===== src/rtl/arith_pkg.sv =====
// Shared arithmetic definitions: sequencer state encoding, default operand width
// and the bit-counter width helper.
package arith_pkg;

    typedef enum logic [1:0] {
        IDLE = 2'd0,
        RUN  = 2'd1,
        DONE = 2'd2
    } add_state_e;

    localparam int ADD_WIDTH_DEF = 16;

    // Counter must reach WIDTH-1; never narrower than one bit.
    function automatic int add_cnt_w(input int width);
        return (width < 2) ? 1 : $clog2(width);
    endfunction

    localparam int ADD_CNT_W_DEF = add_cnt_w(ADD_WIDTH_DEF);

endpackage


===== src/rtl/full_adder.sv =====
// Gate-level one-bit full adder cell; structural twin of the full subtractor cell.
module full_adder (
    input  logic a,
    input  logic b,
    input  logic cin,
    output wire  s,
    output wire  cout
);

    wire ab_x;
    wire ab_a;
    wire c_a;

    xor g_x0 (ab_x, a, b);
    xor g_x1 (s, ab_x, cin);
    and g_a0 (ab_a, a, b);
    and g_a1 (c_a, ab_x, cin);
    or  g_o0 (cout, ab_a, c_a);

endmodule


===== src/rtl/serial_adder16.sv =====
// Bit-serial two's-complement adder, one bit per clock through a single full_adder.
// Optional signed-overflow output enabled by defining SERIAL_ADDER_OVF_EN.
module serial_adder16
    import arith_pkg::*;
#(
    parameter int WIDTH = ADD_WIDTH_DEF
) (
    input  logic             clk,
    input  logic             rst_n,
    input  logic             start,
    input  logic [WIDTH-1:0] a,
    input  logic [WIDTH-1:0] b,
    input  logic             cin,
    output logic             busy,
    output logic             done,
    output logic [WIDTH-1:0] sum,
`ifdef SERIAL_ADDER_OVF_EN
    output logic             ovf,
`endif
    output logic             cout
);

    localparam int CW = add_cnt_w(WIDTH);

    add_state_e       state_q, state_d;
    logic [WIDTH-1:0] shift_a_q, shift_a_d;
    logic [WIDTH-1:0] shift_b_q, shift_b_d;
    logic [WIDTH-1:0] res_q, res_d;
    logic [WIDTH-1:0] sum_q, sum_d;
    logic [CW-1:0]    cnt_q, cnt_d;
    logic             carry_q, carry_d;
    logic             cout_q, cout_d;
    logic             fa_s;
    logic             fa_cout;
`ifdef SERIAL_ADDER_OVF_EN
    logic             ovf_q, ovf_d;
`endif

    full_adder u_fa (
        .a    (shift_a_q[0]),
        .b    (shift_b_q[0]),
        .cin  (carry_q),
        .s    (fa_s),
        .cout (fa_cout)
    );

    always_comb begin
        state_d   = state_q;
        shift_a_d = shift_a_q;
        shift_b_d = shift_b_q;
        res_d     = res_q;
        sum_d     = sum_q;
        cnt_d     = cnt_q;
        carry_d   = carry_q;
        cout_d    = cout_q;
`ifdef SERIAL_ADDER_OVF_EN
        ovf_d     = ovf_q;
`endif
        case (state_q)
            IDLE, DONE: begin
                if (start) begin
                    state_d   = RUN;
                    shift_a_d = a;
                    shift_b_d = b;
                    carry_d   = cin;
                    cnt_d     = '0;
                end else begin
                    state_d = IDLE;
                end
            end
            RUN: begin
                shift_a_d = {1'b0, shift_a_q[WIDTH-1:1]};
                shift_b_d = {1'b0, shift_b_q[WIDTH-1:1]};
                res_d     = {fa_s, res_q[WIDTH-1:1]};
                carry_d   = fa_cout;
                cnt_d     = cnt_q + CW'(1);
                if (cnt_q == CW'(WIDTH - 1)) begin
                    state_d = DONE;
                    sum_d   = {fa_s, res_q[WIDTH-1:1]};
                    cout_d  = fa_cout;
`ifdef SERIAL_ADDER_OVF_EN
                    // carry_q here is the carry into the MSB
                    ovf_d   = carry_q ^ fa_cout;
`endif
                end
            end
            default: state_d = IDLE;
        endcase
    end

    always_ff @(posedge clk or negedge rst_n) begin
        if (!rst_n) begin
            state_q   <= IDLE;
            shift_a_q <= '0;
            shift_b_q <= '0;
            res_q     <= '0;
            sum_q     <= '0;
            cnt_q     <= '0;
            carry_q   <= 1'b0;
            cout_q    <= 1'b0;
`ifdef SERIAL_ADDER_OVF_EN
            ovf_q     <= 1'b0;
`endif
        end else begin
            state_q   <= state_d;
            shift_a_q <= shift_a_d;
            shift_b_q <= shift_b_d;
            res_q     <= res_d;
            sum_q     <= sum_d;
            cnt_q     <= cnt_d;
            carry_q   <= carry_d;
            cout_q    <= cout_d;
`ifdef SERIAL_ADDER_OVF_EN
            ovf_q     <= ovf_d;
`endif
        end
    end

    assign busy = (state_q == RUN);
    assign done = (state_q == DONE);
    assign sum  = sum_q;
    assign cout = cout_q;
`ifdef SERIAL_ADDER_OVF_EN
    assign ovf  = ovf_q;
`endif

endmodule


===== config.mk =====
export PLATFORM = sky130hd
export DESIGN_NAME = serial_adder16
export DESIGN_NICKNAME = d
export VERILOG_FILES = /design/src/rtl/arith_pkg.sv /design/src/rtl/full_adder.sv /design/src/rtl/serial_adder16.sv
export SDC_FILE = /design/constraint.sdc
export NUM_CORES = 1
export LEC_CHECK = 0
export ABC_AREA = 1
export CAP_MARGIN = 20
export CORE_MARGIN = 1.5
export CORE_UTILIZATION = 35
export DETAILED_ROUTE_END_ITERATION = 6
export GPL_TIMING_DRIVEN = 0
export PLACE_DENSITY = 0.56
export SKIP_CTS_REPAIR_TIMING = 1
export SLEW_MARGIN = 25
export SYNTH_ARGS = -nofsm -noshare
export SYNTH_HDL_FRONTEND = slang
export SYNTH_HIERARCHICAL = 1
export SYNTH_SLANG_ARGS = --single-unit

===== constraint.sdc =====
create_clock -name clk -period 4.02 [get_ports clk]
set_clock_uncertainty 0.2 [all_clocks]
set_input_delay 0.402 -clock clk [delete_from_list [all_inputs] [get_ports clk]]
set_output_delay 0.402 -clock clk [all_outputs]
set_load 0.03 [all_outputs]

# After elaboration in Yosys (flattened, before gate mapping)
# Index checks and enable logic that the tools add are counted.
# op_classes
add_sub_neg	1
eq_ne	5
n_mux	11
bitwise	5
reduce_logical	5
# ops
cell	n
$pmux 16 s2	2
$mux 16	2
$pmux 4 s2	1
$add 4x1->4 const B	1
$eq 4x4->1 const B	1
$mux 4	1
$pmux 2 s2	1
$reduce_and 2->1	2
$and 1x1->1	2
$eq 2x1->1 const B	1
$eq 2x2->1 const B	1
$logic_not 2->1	1
$mux 1	2
$mux 2	1
$ne 2x1->1 const B	1
$ne 2x2->1 const B	1
$pmux 1 s2	1
$reduce_bool 2->1	1
$reduce_or 2->1	1
$xor 1x1->1	2
$or 1x1->1	1
# totals
ff_bits	72
in_bits	36
output_inout_bits	19

# Logic depth before layout (Yosys ltp)
# depth
depth_word	4
depth_mapped	7
mapped_depth_nobuf	6

# By module
# Netlist, hierarchy kept.
# by_module_without_submodules
mod	instances	cells_per_inst	area_each_um2
serial_adder16	1	400	3108.0
full_adder	1	1	20.0

# Worst setup path after synthesis
# OpenSTA, ideal clock, no wires.
# synth_path
path_kind	register to output
from	register state_q[0]
to	output busy
t_arrival_ps	872
slack_ps	2546
path_stages_with_launch	4
n_path_buf	1
path_cell_list	dfrtp_1 -> inv_1 -> nor2_2 -> buf_2
# synth_between
elab_chain_cells	1
# synth_rtl
element	line	text
from (decl)	serial_adder16.sv:25	add_state_e state_q, state_d;
from (signal assigned)	serial_adder16.sv:105	state_q <= state_d;
$eq 2x1->1	serial_adder16.sv:119	assign busy = (state_q == RUN);
to (decl)	serial_adder16.sv:14	output logic busy,
# No other way between the ends.

# Final worst setup path
# Same ends and word-level chain as after synthesis.

==> results.yml <==
sta:
  rsz0062_at_grt: "no"
  fin_ws_ns: 1.39
  finalHoldViolCount: 0
  finalCritPeriodShare_pct: 65.4
  tightest_slew_ns: 0.456
  timing.final.crit_period_ns: 2.63
  max_slew_margin_pct: 69.6
  final_max_slew_viol_count: 0
  setup_viol: 0
  timing.fmax_mhz: 381
yosys:
  synth_seq_area_share_pct: 56.8
  postSynthAreaPerCell_um2: 7.80
  synth_top_area_share_pct: 56.8
  yosysWarnings: 6
  synth_cell_types: 19
  ys_ff_latch: 71
  synthCells: 401
  synth-xor-area-share_pct: 0
  yosys.area_share.adder_pct: 1.04
  yosys-mux-area-fraction_pct: 0
  synthesis.nets: 439
  yosysTopAreaCell: "dfrtp_1"
  yosys.area_share.simple_pct: 29.3
  synth_compound_area_share_pct: 5.12
  syn-cell-area_um2: 3130
  synth_area_leaders: "dfrtp_1, nand2_1, inv_1, o21ai_0, buf_2"
  synth_top_family_by_area: "simple AND/OR/NAND/NOR gates"
route:
  drc: 0
  dr_wl_met2_mm: 2.99
  drt_wl_total_mm: 6.53
  wl_met3_um: 261
  antenna_left: 0
  dr.pass1.iters: 4
  viasPerCell: 4.38
  topRoutingLayerUsed: "met4"
  routedWlPerCell_um: 11.3
  wl_met1_mm: 3.19
  vias: 2540
  drt_iter0_drc: 106
global_route:
  grt_max_degree: 50
  grt_pass1_vias: 2592
  antenna_found_initial: 0
  groute.usage.overall_pct: 15.1
  grt_pass1_wl_mm: 11.6
  grt_overflow_total: 0
clock_tree:
  clk_pin_slew_ns: 0.07
  cts_tree: "yes"
  root_buffer: "clkbuf_8"
  clock_sinks: 71
  ctsLongestPathBuffers: 2
  h-tree-depth: 3
  cts_inserted_buffers: 9
  clock_latency_ns: 0.34
final_layout:
  area_delta_synth_final_pct: 29.0
  num_antenna_cells: 0
  drive_gt1_share_pct: 7.42
  nNetsFinal: 506
placement:
  numPortBuffers: 54
  dp_slack_ns: 1.75
  place_hpwl_mm: 4.60
  place.gp.congestion: 0.774
floorplanning:
  die_w_um: 97.5
  dieArea_um2: 9510
  num_rows: 34
  die_h_um: 97.5
  ios: 55
  coreArea_um2: 8680
  start_util_pct: 36.0
power_and_ir_drop:
  total_power_mw: 2.99
  intPower_mw: 1.81
  power_density_nw_per_um2: 742
  clockPowerShare_pct: 19.0
  seqPwrFrac_pct: 40.7
  swShare_pct: 39.7
  vdd_ir_drop_max_mv: 0.300
  p_comb_share_pct: 40.3
  power.switching_mw: 1.19
  p_leak_nw: 2.15
setup_path:
  crit_path_max_fanout: 10
  cp.arrival_ns: 2.03
  critPathLaunchType: "register"
  crit_type: "register to output pin"
  required_ns: 3.42
  cp-end-kind: "output pin"
run:
  maxCapViolations: 0
status:
  outcome: "completed"
min_path:
  holdCritPathClass: "register to register"
[worst max-delay path: stages, from the launching register on]
cell and delay, ns:
dfrtp_1 0.40, inv_1 0.08, nor2_2 0.22, buf_2 0.28
clkdlybuf4s50_1 0.71
[synth_stat cells (all sizes together)]
cell / instances
inv: 43
o21ai: 31
nor2: 5
nand3: 4
nand4: 1
a21oi: 1
nand2: 226
clkbuf: 4
fa: 1
dfrtp: 71
or2: 1
buf: 12
ha: 1
[logic make-up (layout without fill, tap and decap cells)]
kind of cell	Yosys count	in the layout
AOI/OAI and AO/OA	32	32
adders and majority gates	2	2
buffers and inverters	59	130
DFF	71	71
and+or+nand+nor	237	237
[final cells by class]
cell class / instances / area [um2]
Timing Repair Buffer: 56 / 576
Buffer: 16 / 80.1
Clock buffer: 11 / 151
Tap cell: 108 / 135
Inverter: 43 / 161
Multi-Input combinational cell: 271 / 1110
Fill cell: 899 / 4640
Sequential cell: 71 / 1780
Clock inverter: 4 / 45.0
[layer usage]
layer	up-vias	global-route usage [%]
li1	1325	-
met1	1156	18.8
met2	49	25.7
met3	10	3.88
met4	0	4.95
met5	-	0
[metrics by stage]
step	utilization, %	cell area (um2)	hold slack, ns	instances	TNS, ns
2_1_floorplan	-	3130	-0.0936	401	0
3_3_place_gp	43.8	3800	0.260	563	-11.96
3_5_place_dp	44.1	3830	0.128	564	0
4_1_cts	46.4	4030	-0.245	579	0
5_1_grt	46.5	4040	0.305	580	0
6_report	46.5	4040	0.276	580	0
[worst paths after layout]
| kind | start | slack [ns] | cells past startpoint | end |
|---|---|---|---|---|
| worst min-delay path | res_q[1]$_DFFE_PN0P_ | 0.28 | 2 | sum[0]$_DFFE_PN0P_ |
| worst max register to register | cnt_q[0]$_DFFE_PN0P_ | 2.31 | 5 | sum[13]$_DFFE_PN0P_ |
| worst max-delay path | state_q[0]$_DFFE_PN0P_ | 1.39 | 4 | busy |
| min in group asynchronous | rst_n | 0.30 | 2 | sum[11]$_DFFE_PN0P_ |
| max in group asynchronous | rst_n | 2.78 | 3 | shift_b_q[8]$_DFFE_PN0P_ |
| worst min register to register | res_q[1]$_DFFE_PN0P_ | 0.28 | 2 | sum[0]$_DFFE_PN0P_ |
[cells in the final DEF, fill, tap and decap left out, drive strengths merged]
cell type and n:
nand2 226, dfrtp 71, clkdlybuf4s50 53, inv 43
o21ai 31, clkbuf 15, buf 14, nor2 5
nand3 4, clkinv 3, or2 1, a21oi 1
nand4 1, ha 1, bufinv 1, dlygate4sd3 1
fa 1
[power by group through the flow]
stage,registers [mW],clock network (mW),logic [mW]
floorplan,1.33,0,0.696
global placement,1.23,0,1.20
detailed placement,1.23,0,1.23
CTS,1.22,0.589,1.24
global route,1.26,0.614,1.39
finish,1.22,0.568,1.21
[flip-flops by register name, indices dropped and copies added, names as in the netlist]
signal	flops
res_q	15
state_q	2
cnt_q	4
shift_a_q	16
sum	16
carry_q	1
shift_b_q	16
cout	1
Note: power is estimated with default switching activity, not from simulation.
